===== config.mk =====
export PLATFORM = sky130hd
export DESIGN_NAME = rc4_encryptor
export DESIGN_NICKNAME = d
export VERILOG_FILES = /design/src/rtl/rc4_encryptor.sv
export SDC_FILE = /design/constraint.sdc
export NUM_CORES = 1
export LEC_CHECK = 0
export CORE_ASPECT_RATIO = 1.5
export CORE_MARGIN = 2
export CORE_UTILIZATION = 49
export CTS_CLUSTER_SIZE = 28
export DETAILED_ROUTE_END_ITERATION = 10
export HOLD_SLACK_MARGIN = 0.15
export PLACE_DENSITY = 0.77
export SETUP_SLACK_MARGIN = 0.3
export SLEW_MARGIN = 20
export SYNTH_ARGS = -nofsm -noshare
export SYNTH_HDL_FRONTEND = slang
export SYNTH_SLANG_ARGS = --single-unit

===== constraint.sdc =====
create_clock -name clk -period 2.6 [get_ports clk]
set_input_delay 0.26 -clock clk [delete_from_list [all_inputs] [get_ports clk]]
set_output_delay 0.26 -clock clk [all_outputs]
set_load 0.02 [all_outputs]

===== src/rtl/rc4_encryptor.sv =====
// RC4 encryption engine.
// Builds the RC4 state in an external single-port 256x8 S memory (identity
// init followed by the key schedule). It then runs the keystream generator
// over a plaintext ROM and writes the ciphertext into a C RAM.
// All external memories register their address, and their q output is valid
// in the cycle after the address is driven. Every read therefore uses a
// RD/WT substate pair.
module rc4_encryptor #(
    parameter int unsigned MSG_LEN = 32,
    parameter int unsigned ADDR_W  = 5
) (
    input  logic              clk,
    input  logic              reset_n,
    input  logic [23:0]       Secret_Key,
    input  logic              Start,
    input  logic              Finish_ack,
    output logic              Finish,
    output logic              Busy,
    output logic [7:0]        s_address,
    output logic [7:0]        s_data,
    output logic              s_wren,
    input  logic [7:0]        s_q,
    output logic [ADDR_W-1:0] p_address,
    input  logic [7:0]        p_q,
    output logic [ADDR_W-1:0] c_address,
    output logic [7:0]        c_data,
    output logic              c_wren
);

    typedef enum logic [4:0] {
        ST_IDLE,
        ST_INIT,
        ST_K_RD_I,
        ST_K_WT_I,
        ST_K_RD_J,
        ST_K_WT_J,
        ST_K_WR_I,
        ST_K_WR_J,
        ST_P_RD_I,
        ST_P_WT_I,
        ST_P_RD_J,
        ST_P_WT_J,
        ST_P_WR_I,
        ST_P_WR_J,
        ST_P_RD_F,
        ST_P_WT_F,
        ST_P_WR_C,
        ST_DONE
    } state_t;

    localparam logic [4:0] K_LAST = 5'(MSG_LEN - 1);

    state_t      state_q, state_d;
    logic [23:0] key_q, key_d;
    logic [7:0]  i_q, i_d;
    logic [7:0]  j_q, j_d;
    logic [4:0]  k_q, k_d;
    logic [1:0]  kidx_q, kidx_d;
    logic [7:0]  si_q, si_d;
    logic [7:0]  sj_q, sj_d;
    logic [7:0]  f_q, f_d;
    logic [7:0]  pk_q, pk_d;

    logic [7:0]        key_byte;
    logic [ADDR_W-1:0] k_addr;

    assign k_addr = ADDR_W'(k_q);

    // Key byte for the current KSA step (i mod 3, tracked by kidx)
    always_comb begin
        key_byte = key_q[7:0];
        case (kidx_q)
            2'd0:    key_byte = key_q[23:16];
            2'd1:    key_byte = key_q[15:8];
            default: key_byte = key_q[7:0];
        endcase
    end

    // State register
    always_ff @(posedge clk or negedge reset_n) begin
        if (!reset_n) begin
            state_q <= ST_IDLE;
        end else begin
            state_q <= state_d;
        end
    end

    // Next-state logic: walk the INIT / KSA / PRGA substate sequences
    always_comb begin
        state_d = state_q;
        unique case (state_q)
            ST_IDLE:   if (Start) state_d = ST_INIT;
            ST_INIT:   if (i_q == 8'hFF) state_d = ST_K_RD_I;
            ST_K_RD_I: state_d = ST_K_WT_I;
            ST_K_WT_I: state_d = ST_K_RD_J;
            ST_K_RD_J: state_d = ST_K_WT_J;
            ST_K_WT_J: state_d = ST_K_WR_I;
            ST_K_WR_I: state_d = ST_K_WR_J;
            ST_K_WR_J: state_d = (i_q == 8'hFF) ? ST_P_RD_I : ST_K_RD_I;
            ST_P_RD_I: state_d = ST_P_WT_I;
            ST_P_WT_I: state_d = ST_P_RD_J;
            ST_P_RD_J: state_d = ST_P_WT_J;
            ST_P_WT_J: state_d = ST_P_WR_I;
            ST_P_WR_I: state_d = ST_P_WR_J;
            ST_P_WR_J: state_d = ST_P_RD_F;
            ST_P_RD_F: state_d = ST_P_WT_F;
            ST_P_WT_F: state_d = ST_P_WR_C;
            ST_P_WR_C: state_d = (k_q == K_LAST) ? ST_DONE : ST_P_RD_I;
            ST_DONE:   if (Finish_ack) state_d = ST_IDLE;
            default:   state_d = ST_IDLE;
        endcase
    end

    // Datapath registers (key, indices, latched S/P values)
    always_ff @(posedge clk or negedge reset_n) begin
        if (!reset_n) begin
            key_q  <= '0;
            i_q    <= '0;
            j_q    <= '0;
            k_q    <= '0;
            kidx_q <= '0;
            si_q   <= '0;
            sj_q   <= '0;
            f_q    <= '0;
            pk_q   <= '0;
        end else begin
            key_q  <= key_d;
            i_q    <= i_d;
            j_q    <= j_d;
            k_q    <= k_d;
            kidx_q <= kidx_d;
            si_q   <= si_d;
            sj_q   <= sj_d;
            f_q    <= f_d;
            pk_q   <= pk_d;
        end
    end

    // Datapath next values; all S arithmetic wraps mod 256
    always_comb begin
        key_d  = key_q;
        i_d    = i_q;
        j_d    = j_q;
        k_d    = k_q;
        kidx_d = kidx_q;
        si_d   = si_q;
        sj_d   = sj_q;
        f_d    = f_q;
        pk_d   = pk_q;
        case (state_q)
            ST_IDLE: begin
                if (Start) begin
                    key_d  = Secret_Key;
                    i_d    = '0;
                    j_d    = '0;
                    k_d    = '0;
                    kidx_d = '0;
                end
            end
            ST_INIT: begin
                // i wraps 255 -> 0, which leaves KSA starting at i = 0 with j still 0
                i_d = i_q + 8'd1;
            end
            ST_K_WT_I: begin
                si_d = s_q;
                j_d  = j_q + s_q + key_byte;
            end
            ST_K_WT_J: sj_d = s_q;
            ST_K_WR_J: begin
                i_d    = i_q + 8'd1;
                kidx_d = (kidx_q == 2'd2) ? 2'd0 : kidx_q + 2'd1;
                if (i_q == 8'hFF) begin
                    j_d = '0;
                    k_d = '0;
                end
            end
            ST_P_RD_I: i_d = i_q + 8'd1;
            ST_P_WT_I: begin
                si_d = s_q;
                j_d  = j_q + s_q;
            end
            ST_P_WT_J: sj_d = s_q;
            ST_P_WT_F: begin
                f_d  = s_q;
                pk_d = p_q;
            end
            ST_P_WR_C: k_d = k_q + 5'd1;
            default: ;
        endcase
    end

    // Memory-interface and status outputs, decoded from the current state
    always_comb begin
        s_address = '0;
        s_data    = '0;
        s_wren    = 1'b0;
        p_address = '0;
        c_address = '0;
        c_data    = '0;
        c_wren    = 1'b0;
        Busy      = (state_q != ST_IDLE) && (state_q != ST_DONE);
        Finish    = (state_q == ST_DONE);
        case (state_q)
            ST_INIT: begin
                s_address = i_q;
                s_data    = i_q;
                s_wren    = 1'b1;
            end
            ST_K_RD_I: s_address = i_q;
            ST_K_RD_J: s_address = j_q;
            ST_K_WR_I: begin
                s_address = i_q;
                s_data    = sj_q;
                s_wren    = 1'b1;
            end
            ST_K_WR_J: begin
                s_address = j_q;
                s_data    = si_q;
                s_wren    = 1'b1;
            end
            // The P ROM registers its address every cycle, so k is held on
            // p_address throughout PRGA to keep p_q valid up to WT_F.
            ST_P_RD_I: begin
                s_address = i_q + 8'd1;
                p_address = k_addr;
            end
            ST_P_WT_I, ST_P_WT_J, ST_P_WT_F: p_address = k_addr;
            ST_P_RD_J: begin
                s_address = j_q;
                p_address = k_addr;
            end
            ST_P_WR_I: begin
                s_address = i_q;
                s_data    = sj_q;
                s_wren    = 1'b1;
                p_address = k_addr;
            end
            ST_P_WR_J: begin
                s_address = j_q;
                s_data    = si_q;
                s_wren    = 1'b1;
                p_address = k_addr;
            end
            ST_P_RD_F: begin
                s_address = si_q + sj_q;
                p_address = k_addr;
            end
            ST_P_WR_C: begin
                p_address = k_addr;
                c_address = k_addr;
                c_data    = f_q ^ pk_q;
                c_wren    = 1'b1;
            end
            default: ;
        endcase
    end

endmodule

==> run_results.csv, run 1 <==
group,metric,value,unit
grt,grtUsageTotal,24.5,%
worst_setup_path,cp.required,2810,ps
clock_tree,numClockSinks,84,
layout,seq_area,2110,µm²
yosys,synth_top_family_by_area,"compound AO/OA/AOI/OAI gates",
grt,grt_overflow,0,
power,p_leak,3.26,nW
worst_setup_path,cp.arrival,3090,ps
yosys,synthAdderAreaFrac,7.01,%
routing,routedWlPerCell,17.8,µm
worst_setup_path,r2r_cells,12,
yosys,yosysSeqAreaShare,40.9,%
yosys,async_reset_ff_share,100,%
yosys,synth_compound_area_share,16.2,%
yosys,syn_inst,506,
yosys,yosys.area.top_type,"dfrtp_1",
routing,antenna_left,0,
grt,antenna_found_initial,0,
timing,slew_violations,0,
die,die_x,87.6,µm
worst_setup_path,crit_path_start,"j_q[0]",
power,p_total,10.9,mW
die,die_area,11300,µm²
yosys,synth-xor-area-share,5.09,%
clock_tree,cts_made_buffers,9,
placement,place_hpwl,10.2,mm
layout,final_area,7140,µm²
layout,n_fill_cell,730,
die,rows,45,
yosys,ys.warnings.count,0,
min_path,whs_path_depth,1,
yosys,syn_nets,577,
yosys,avgSynthCellArea,10.2,µm²
grt,use_met2,43.7,%
timing,setup_violations,5,
routing,route.detailed.drc,0,
outcome,violations,"setup timing",
clock_tree,h-tree-depth,3,
yosys,synth_area_leaders,"dfrtp_1, mux2_2, ha_1",
clock_tree,cts_tree,"done",
yosys,synth_cell_types,60,
routing,dr.first_iter.drc_count,317,
layout,layout-drive-gt1-share,37.8,%
worst_setup_path,crit_type,"flip-flop to flip-flop",
yosys,synth.top_cell.area_share,40.9,%
yosys,synth_edf_count,0,
flow_run,cap_violations,0,
layout,antenna_cells,0,
yosys,synth_mux_area_share,14.0,%
power,peakVddDrop,1010,µV
yosys,ys_ff_latch,84,
routing,firstDrtPassIters,5,
grt,grt_pass1_vias,4539,
yosys,synth-simple-area-share,13.3,%
die,pin_count,82,
clock_tree,clkLatencyLatePin,350,ps
routing,routed-via-count,4647,
timing,worst_slack,-281,ps
timing,relSlewSlack,49.3,%
die,die_h,129,µm
grt,top_usage_layer,"met2",
timing,min_period,2880,ps
placement,finalWeightedCongestion,0.905,
die,initial_utilization,50.4,%
timing,grt_setup_unrepaired,"yes",
routing,vias_per_cell,5.79,
placement,portBuffers,81,
timing,fin_skew,8.71,ps
grt,use_met1,27.4,%
min_path,hold_end,"key_q[12]",
clock_tree,cts-root-buf,"clkbuf_16",
placement,dp.cells,768,
worst_setup_path,cp-start-kind,"flip-flop",
min_path,hp-start,"key_q[12]",
power,power.density,1520,nW/µm²
layout,fin_util,70.1,%
layout,nNetsFinal,727,
timing,hold_slack,503,ps
routing,routed_wl,14.3,mm
timing,hold_viol_final,0,
worst_setup_path,crit_path_end_kind,"flip-flop",
worst_setup_path,worstPathMaxFanout,2,
layout,multi_input_area,3200,µm²
die,core,10200,µm²
placement,postPlaceCellArea,6520,µm²
min_path,hp-class,"flip-flop to flip-flop",
timing,fin_crit_sh,111,%
outcome,status,"complete, but fails checks",
yosys,netlist_area,5140,µm²
worst_setup_path,reg2reg_slack,-280,ps
grt,grt_max_degree,85,
layout,syn2layout_area_growth,39.0,%
worst_setup_path,timing.rr.start,"j_q[0]",
grt,use_met3,4.20,%
clock_tree,clk_pin_slew,60,ps
timing,max_freq,0.347,GHz
worst_setup_path,reg2reg_to,"j_q[7]",
grt,grt_pass1_wl,21.5,mm
yosys,synth_ff_type,"dfrtp_1",
clock_tree,cts_buffer_depth,2,
layout,final_cells,802,
timing,tightest_slew,761,ps
## registers in the layout, indices dropped and copies added (netlist names)
signal / flops
kidx_q: 2
i_q: 8
j_q: 8
si_q: 8
sj_q: 8
state_q: 5
f_q: 8
key_q: 24
pk_q: 8
k_addr: 5
## metal layers
metal	wire, µm	vias to the layer above
li1	-	2168
met1	5210	2260
met2	7730	171
met3	662	48
met4	707	0
met5	0	-
## layout make-up
cell class	count	area share, %
well taps	141	2.47
repair buffers	160	18.2
clock buffers	12	3.45
inverters	22	1.19
flip-flops and latches	84	29.5
multi-input cells	379	44.7
clock inverters	4	0.455
## stage by stage
stage,worst slack [ps],TNS [ps]
4_1_cts,-233,-364
5_1_grt,-388,-1220
3_3_place_gp,-598,-1670
6_report,-281,-614
3_5_place_dp,-631,-1990
2_1_floorplan,-114,-114
## cells by family (layout without fill, tap and decap cells)
group                    after synthesis  count (layout)
flip-flops                            84              84
adder cells (fa/ha/maj)               27              27
XOR/XNOR                              29              29
buffers and inverters                 43             198
AO/OA/AOI/OAI                        122             122
AND/OR/NAND/NOR                      136             136
multiplexers                          65              65
## worst max-delay path, stage by stage (launching register included)
cell      delay, ps
dfrtp_1         380
ha_2            190
fa_2            370
a21o_1          200
a21oi_4         180
o21ai_2          80
xor2_1          180
ha_2            190
or4_4           430
o22ai_4         140
xnor2_2         130
xnor2_1         140
o221ai_1        130
## where the power goes
part	switching, mW	total, mW	internal, mW
registers	0.559	2.48	1.92
logic	3.57	7.19	3.63
clock network	0.538	1.22	0.681
total	4.66	10.9	6.23
## cell usage after synthesis (all sizes together) (2+ instances only)
library cell and count:
buf 9, mux2 56, nor2 31, nand2b 3
a221oi 2, xor2 12, nand4 3, nor3 11
a31oi 3, o21bai 3, a21o 7, o21a 5
o22ai 3, a211oi 3, o211ai 2, o221ai 2
a222oi 11, a22o 2, and2 8, ha 24
inv 22, clkbuf 12, o31ai 8, o311ai 3
nand3 15, a22oi 7, dfrtp 84, fa 3
mux2i 9, and3 9, o21ai 33, xnor2 17
a21oi 21, a221o 3, or4 2, nand2 36
nor2b 11
## how the worst max path moves through the flow
| stage | endpoint | slack (ps) | cells past startpoint |
|---|---|---|---|
| 2_1_floorplan | j_q[7] | -110 | 12 |
| 3_3_place_gp | j_q[7] | -600 | 13 |
| 3_5_place_dp | j_q[7] | -630 | 13 |
| 4_1_cts | j_q[7] | -230 | 12 |
| 5_1_grt | j_q[7] | -390 | 13 |
| 6_report | j_q[7] | -280 | 12 |
## timing repair
action	CTS	global route
gates resized for setup	121	97
pin swaps	32	37
buffers inserted	8	9
endpoints found under the setup margin	44	43
hold endpoints to repair	22	0
gates cloned	0	0
hold buffers	1	0
## cell usage in the layout (no fill, tap or decap), types with 10 or more instances in the layout
master	netlist	routed
ha_1	24	19
o21ai_0	25	16
inv_1	21	19
buf_6	1	12
o21ai_1	8	10
mux2_2	56	56
nand2_1	35	34
a21oi_1	20	12
clkbuf_2	0	19
xor2_1	11	10
buf_4	0	76
a222oi_1	11	11
xnor2_1	17	13
clkdlybuf4s50_1	0	42
dfrtp_1	84	80
nand3_1	14	13
nor2_1	29	25
No activity file was read; power rests on OpenSTA's default activity.
==> inputs of run 2 (changes only) <==
--- a/config.mk
+++ b/config.mk
@@ -7,11 +7,11 @@
 export LEC_CHECK = 0
 export CORE_ASPECT_RATIO = 1.5
 export CORE_MARGIN = 2
-export CORE_UTILIZATION = 49
+export CORE_UTILIZATION = 54
 export CTS_CLUSTER_SIZE = 28
 export DETAILED_ROUTE_END_ITERATION = 10
 export HOLD_SLACK_MARGIN = 0.15
-export PLACE_DENSITY = 0.77
+export PLACE_DENSITY = 0.8
 export SETUP_SLACK_MARGIN = 0.3
 export SLEW_MARGIN = 20
 export SYNTH_ARGS = -nofsm -noshare
==> constraint.sdc (replaced) <==
create_clock -name clk -period 3.3 [get_ports clk]
set_input_delay 0.33 -clock clk [delete_from_list [all_inputs] [get_ports clk]]
set_output_delay 0.33 -clock clk [all_outputs]
set_load 0.02 [all_outputs]
==> run_results.csv, run 2 (synthesized netlist as in run 1, its figures left out) <==
group,metric,value,unit
clock_tree,clk_pin_slew,60,ps
clock_tree,cts_made_buffers,9,
routing,dr_wl_met2,7.21,mm
grt,grt_overflow,0,
clock_tree,clkLatencyLatePin,350,ps
layout,nNetsFinal,682,
layout,final_cells,728,
routing,routed-via-count,4446,
die,rows,43,
routing,wl_met3,574,µm
routing,vias_per_cell,6.11,
worst_setup_path,cp.arrival,3130,ps
placement,place_worst_setup_slack,-219,ps
die,initial_utilization,55.5,%
clock_tree,numClockSinks,84,
worst_setup_path,slowest_stage,"or4_4",
timing,fin_crit_sh,88.9,%
routing,firstDrtPassIters,6,
die,die_h,123,µm
layout,largest-register,"key_q",
routing,route.detailed.drc,0,
timing,hold_viol_final,0,
routing,routedWlPerCell,18.3,µm
power,p_total,7.49,mW
grt,grt_max_degree,85,
placement,place_hpwl,9.74,mm
clock_tree,cts-root-buf,"clkbuf_16",
timing,hold_slack,347,ps
min_path,hp-class,"input pin to flip-flop",
timing,setup_violations,0,
worst_setup_path,crit_path_end_kind,"flip-flop",
clock_tree,cts_buffer_depth,2,
timing,tns,0,ps
routing,routed_wl,13.3,mm
timing,max_freq,0.341,GHz
power,peakVddDrop,634,µV
timing,relSlewSlack,48.9,%
grt,grtUsageTotal,26.6,%
worst_setup_path,crit_type,"flip-flop to flip-flop",
timing,fin_skew,8.25,ps
layout,final_area,6640,µm²
grt,grt_pass1_vias,4455,
worst_setup_path,slowest_delay,500,ps
power,power.density,1130,nW/µm²
worst_setup_path,cp.required,3500,ps
layout,fin_util,71.8,%
worst_setup_path,crit_path_cell_trace,"ha_2 > fa_2 > a21o_1 > a21oi_2 > buf_4 > xnor2_1 > ha_2 > or4_4 > o22ai_4 > xnor2_2 > xnor2_1 > o221ai_1",
placement,finalWeightedCongestion,0.869,
layout,largest_register_ffs,24,
layout,layout-drive-gt1-share,22.4,%
worst_setup_path,cp-start-kind,"flip-flop",
die,die_area,10300,µm²
placement,portBuffers,81,
timing,grt_setup_unrepaired,"yes",
routing,wl_met1,4.84,mm
routing,dr.first_iter.drc_count,349,
timing,tightest_slew,766,ps
die,pin_count,82,
clock_tree,cts_tree,"done",
grt,grt_pass1_wl,21.5,mm
layout,antenna_cells,0,
timing,min_period,2930,ps
timing,worst_slack,366,ps
worst_setup_path,worstPathMaxFanout,3,
layout,final_cell_mix,"dfrtp_1, clkdlybuf4s50_1, mux2_2",
clock_tree,h-tree-depth,3,
placement,postPlaceCellArea,6170,µm²
die,core,9250,µm²
flow_run,cap_violations,0,
layout,syn2layout_area_growth,29.3,%
power,p_leak,2.97,nW
timing,slew_violations,0,
routing,top_layer_used,"met4",
placement,dp.cells,702,
outcome,status,"completed",
grt,antenna_found_initial,0,
routing,antenna_left,0,
layout,final_common_cell,"dfrtp_1",
die,die_x,83.7,µm
[run 2: cell types whose count changed in the layout (fill, tap and decap cells not counted), moves of 5 or more]
cell,before,now
buf_6,12,1
buf_4,76,33
a21oi_1,12,17
clkbuf_2,19,2
clkdlybuf4s50_1,42,70
o21ai_2,6,0
o21ai_0,16,23
[run 2: metal layers]
| layer | global-route usage, % | vias up |
|---|---|---|
| li1 | - | 2067 |
| met1 | 28.7 | 2186 |
| met2 | 48.5 | 150 |
| met3 | 3.74 | 43 |
| met4 | 17.4 | 0 |
| met5 | 0 | - |
[run 2: report_power, final]
part	switching, mW	internal, mW
logic	2.17	2.14
registers	0.565	1.51
clock network	0.437	0.668
[run 2: final timing paths]
check                      startpoint          to  slack (ps)  cells past startpoint
max                            j_q[0]      j_q[7]         370                     12
min in group asynchronous     reset_n   key_q[14]         590                      2
min reg2reg                 key_q[13]   key_q[13]         510                      1
max in group asynchronous     reset_n  state_q[1]        2130                      2
max reg2reg                    j_q[0]      j_q[7]         370                     12
min                            s_q[3]     sj_q[3]         350                      2
[run 2: cell type report]
type                            instances  area (µm²)
Clock buffer                            9         225
Clock inverter                          7        98.8
Fill cell                             666        2610
Inverter                               22        82.6
Multi-Input combinational cell        379        2930
Sequential cell                        84        2110
Tap cell                              112         140
Timing Repair Buffer                  115        1060
[run 2: critical path, delay by kind of cell, from the launching register on]
kind / cells / cell delay [ps]
AO/OA/AOI/OAI: 4 / 610
XOR/XNOR: 3 / 370
adder cells (fa/ha/maj): 3 / 750
buffers and inverters: 1 / 130
flip-flops: 1 / 400
AND/OR/NAND/NOR: 1 / 500
[run 2: timing repair]
item,4_1_cts,5_1_grt
pin swaps,1,10
setup endpoints to repair,17,25
hold endpoints to repair,0,84
hold buffers,0,1
resized for setup,21,18
gates cloned,0,0
setup buffers,0,9
==> inputs of run 3 (changes only) <==
--- a/config.mk
+++ b/config.mk
@@ -6,7 +6,6 @@
 export NUM_CORES = 1
 export LEC_CHECK = 0
 export CORE_ASPECT_RATIO = 1.5
-export CORE_MARGIN = 2
 export CORE_UTILIZATION = 54
 export CTS_CLUSTER_SIZE = 28
 export DETAILED_ROUTE_END_ITERATION = 10
==> run_results.csv, run 3 (synthesized netlist as in run 1, its figures left out) <==
group,metric,value,unit
placement,place_hpwl,9.53,mm
die,pin_count,82,
timing,hold_viol_final,0,
grt,grtUsageTotal,27.2,%
timing,fin_skew,6.68,ps
layout,nNetsFinal,681,
clock_tree,clk_pin_slew,60,ps
routing,routed_wl,12.8,mm
timing,worst_slack,422,ps
power,p_total,7.21,mW
clock_tree,cts_buffer_depth,2,
routing,vias_per_cell,6.08,
grt,grt_max_degree,85,
worst_setup_path,slowest_stage,"fa_1",
min_path,hp-start,"s_q[0]",
worst_setup_path,path_delay_family,"compound AO/OA/AOI/OAI gates",
layout,final_cell_mix,"dfrtp_1, clkdlybuf4s50_1, mux2_2",
worst_setup_path,slowest_delay,410,ps
routing,route.detailed.drc,0,
timing,max_freq,0.348,GHz
die,die_area,9920,µm²
worst_setup_path,crit_type,"flip-flop to output pin",
grt,antenna_found_initial,0,
worst_setup_path,reg2reg_slack,440,ps
min_path,hp-class,"input pin to flip-flop",
layout,syn2layout_area_growth,28.2,%
grt,grt_overflow,0,
timing,relSlewSlack,49.5,%
die,rows,43,
die,die_h,121,µm
worst_setup_path,crit_path_cell_trace,"ha_1 > fa_1 > a21o_1 > a21oi_2 > o21bai_1 > a21oi_1 > xor2_1 > o21ai_0 > clkbuf_2",
power,power_frac_seq,28.4,%
layout,largest-register,"key_q",
timing,slew_violations,0,
timing,hold_slack,437,ps
worst_setup_path,timing.rr.start,"j_q[0]",
power,pwr-share-clk,14.7,%
placement,portBuffers,81,
timing,grt_setup_unrepaired,"yes",
routing,antenna_left,0,
worst_setup_path,crit_path_end_kind,"output pin",
clock_tree,cts_made_buffers,9,
layout,layout-drive-gt1-share,20.9,%
timing,min_period,2880,ps
power,p_comb_share,56.9,%
grt,grt_pass1_vias,4284,
power,p_sw_share,41.2,%
grt,grt_pass1_wl,20.4,mm
outcome,status,"completed",
clock_tree,cts_tree,"done",
timing,tightest_slew,757,ps
clock_tree,clkLatencyLatePin,340,ps
placement,postPlaceCellArea,6170,µm²
flow_run,cap_violations,0,
timing,fin_crit_sh,87.2,%
power,p_int,4.24,mW
placement,finalWeightedCongestion,0.911,
routing,routed-via-count,4409,
clock_tree,numClockSinks,84,
worst_setup_path,cp-start-kind,"flip-flop",
layout,final_area,6590,µm²
clock_tree,h-tree-depth,3,
power,p_leak,2.98,nW
layout,antenna_cells,0,
die,die_x,81.7,µm
routing,routedWlPerCell,17.6,µm
worst_setup_path,worstPathMaxFanout,3,
routing,dr.first_iter.drc_count,313,
timing,setup_violations,0,
layout,largest_register_ffs,24,
worst_setup_path,path_buf_inv,1,
power,peakVddDrop,579,µV
layout,final_common_cell,"dfrtp_1",
clock_tree,cts-root-buf,"clkbuf_16",
worst_setup_path,crit_path_start,"si_q[0]",
worst_setup_path,cp.required,2970,ps
die,initial_utilization,55.5,%
power,power.density,1090,nW/µm²
routing,firstDrtPassIters,5,
power,power_switching,2.97,mW
layout,fin_util,71.2,%
worst_setup_path,cp.arrival,2550,ps
placement,place_worst_setup_slack,-194,ps
die,core,9250,µm²
## run 3: final timing paths
check                                to  cells past startpoint
setup / recovery           s_address[6]                      9
hold / removal                  si_q[0]                      3
setup reg to reg                 j_q[7]                     12
hold reg to reg               key_q[23]                      1
max in group asynchronous    state_q[2]                      2
min in group asynchronous     key_q[23]                      2
## run 3: cell type report
| cell class | count | area (µm²) |
|---|---|---|
| Sequential cell | 84 | 2110 |
| Clock inverter | 2 | 60.1 |
| Timing Repair Buffer | 114 | 1060 |
| Fill cell | 705 | 2670 |
| Clock buffer | 12 | 246 |
| Multi-Input combinational cell | 379 | 2900 |
| Tap cell | 112 | 140 |
| Inverter | 22 | 82.6 |
## run 3: worst reg2reg max path: cells and delay by family (launching register included)
family | cells | cell delay, ps
fa+ha+maj | 3 | 750
compound gates | 4 | 560
simple gates | 1 | 510
flops | 1 | 400
xor+xnor | 3 | 370
buf+inv | 1 | 130
## run 3: layer usage
metal	part of all wire [%]	routed length (µm)	GRT usage [%]	vias up
met3	3.6	464	3.83	41
met1	38	4800	30.0	2150
met2	53	6820	48.4	152
li1	-	-	-	2066
met4	5.4	692	15.5	0
met5	0	0	0	-
## run 3: metrics by stage
stage                     TNS [ps]  instances
after global placement        -104        701
after floorplan                  0        506
after CTS                        0        715
after detailed placement      -194        701
final                            0        725
after global routing             0        725
## run 3: power groups by stage
| stage | Clock (mW) | Sequential [mW] | Combinational, mW |
|---|---|---|---|
| global route | 1.11 | 2.12 | 4.51 |
| global placement | 0 | 2.03 | 3.81 |
| finish | 1.06 | 2.05 | 4.10 |
| floorplan | 0 | 1.79 | 3.00 |
| detailed placement | 0 | 2.06 | 3.92 |
| CTS | 1.08 | 2.05 | 3.96 |
## run 3: repair_timing
action,4_1_cts,5_1_grt
gates cloned,0,0
endpoints found under the hold margin,0,84
endpoints found under the setup margin,16,19
setup buffers,0,9
resized for setup,14,17
pin swaps,0,4
hold buffers,0,1
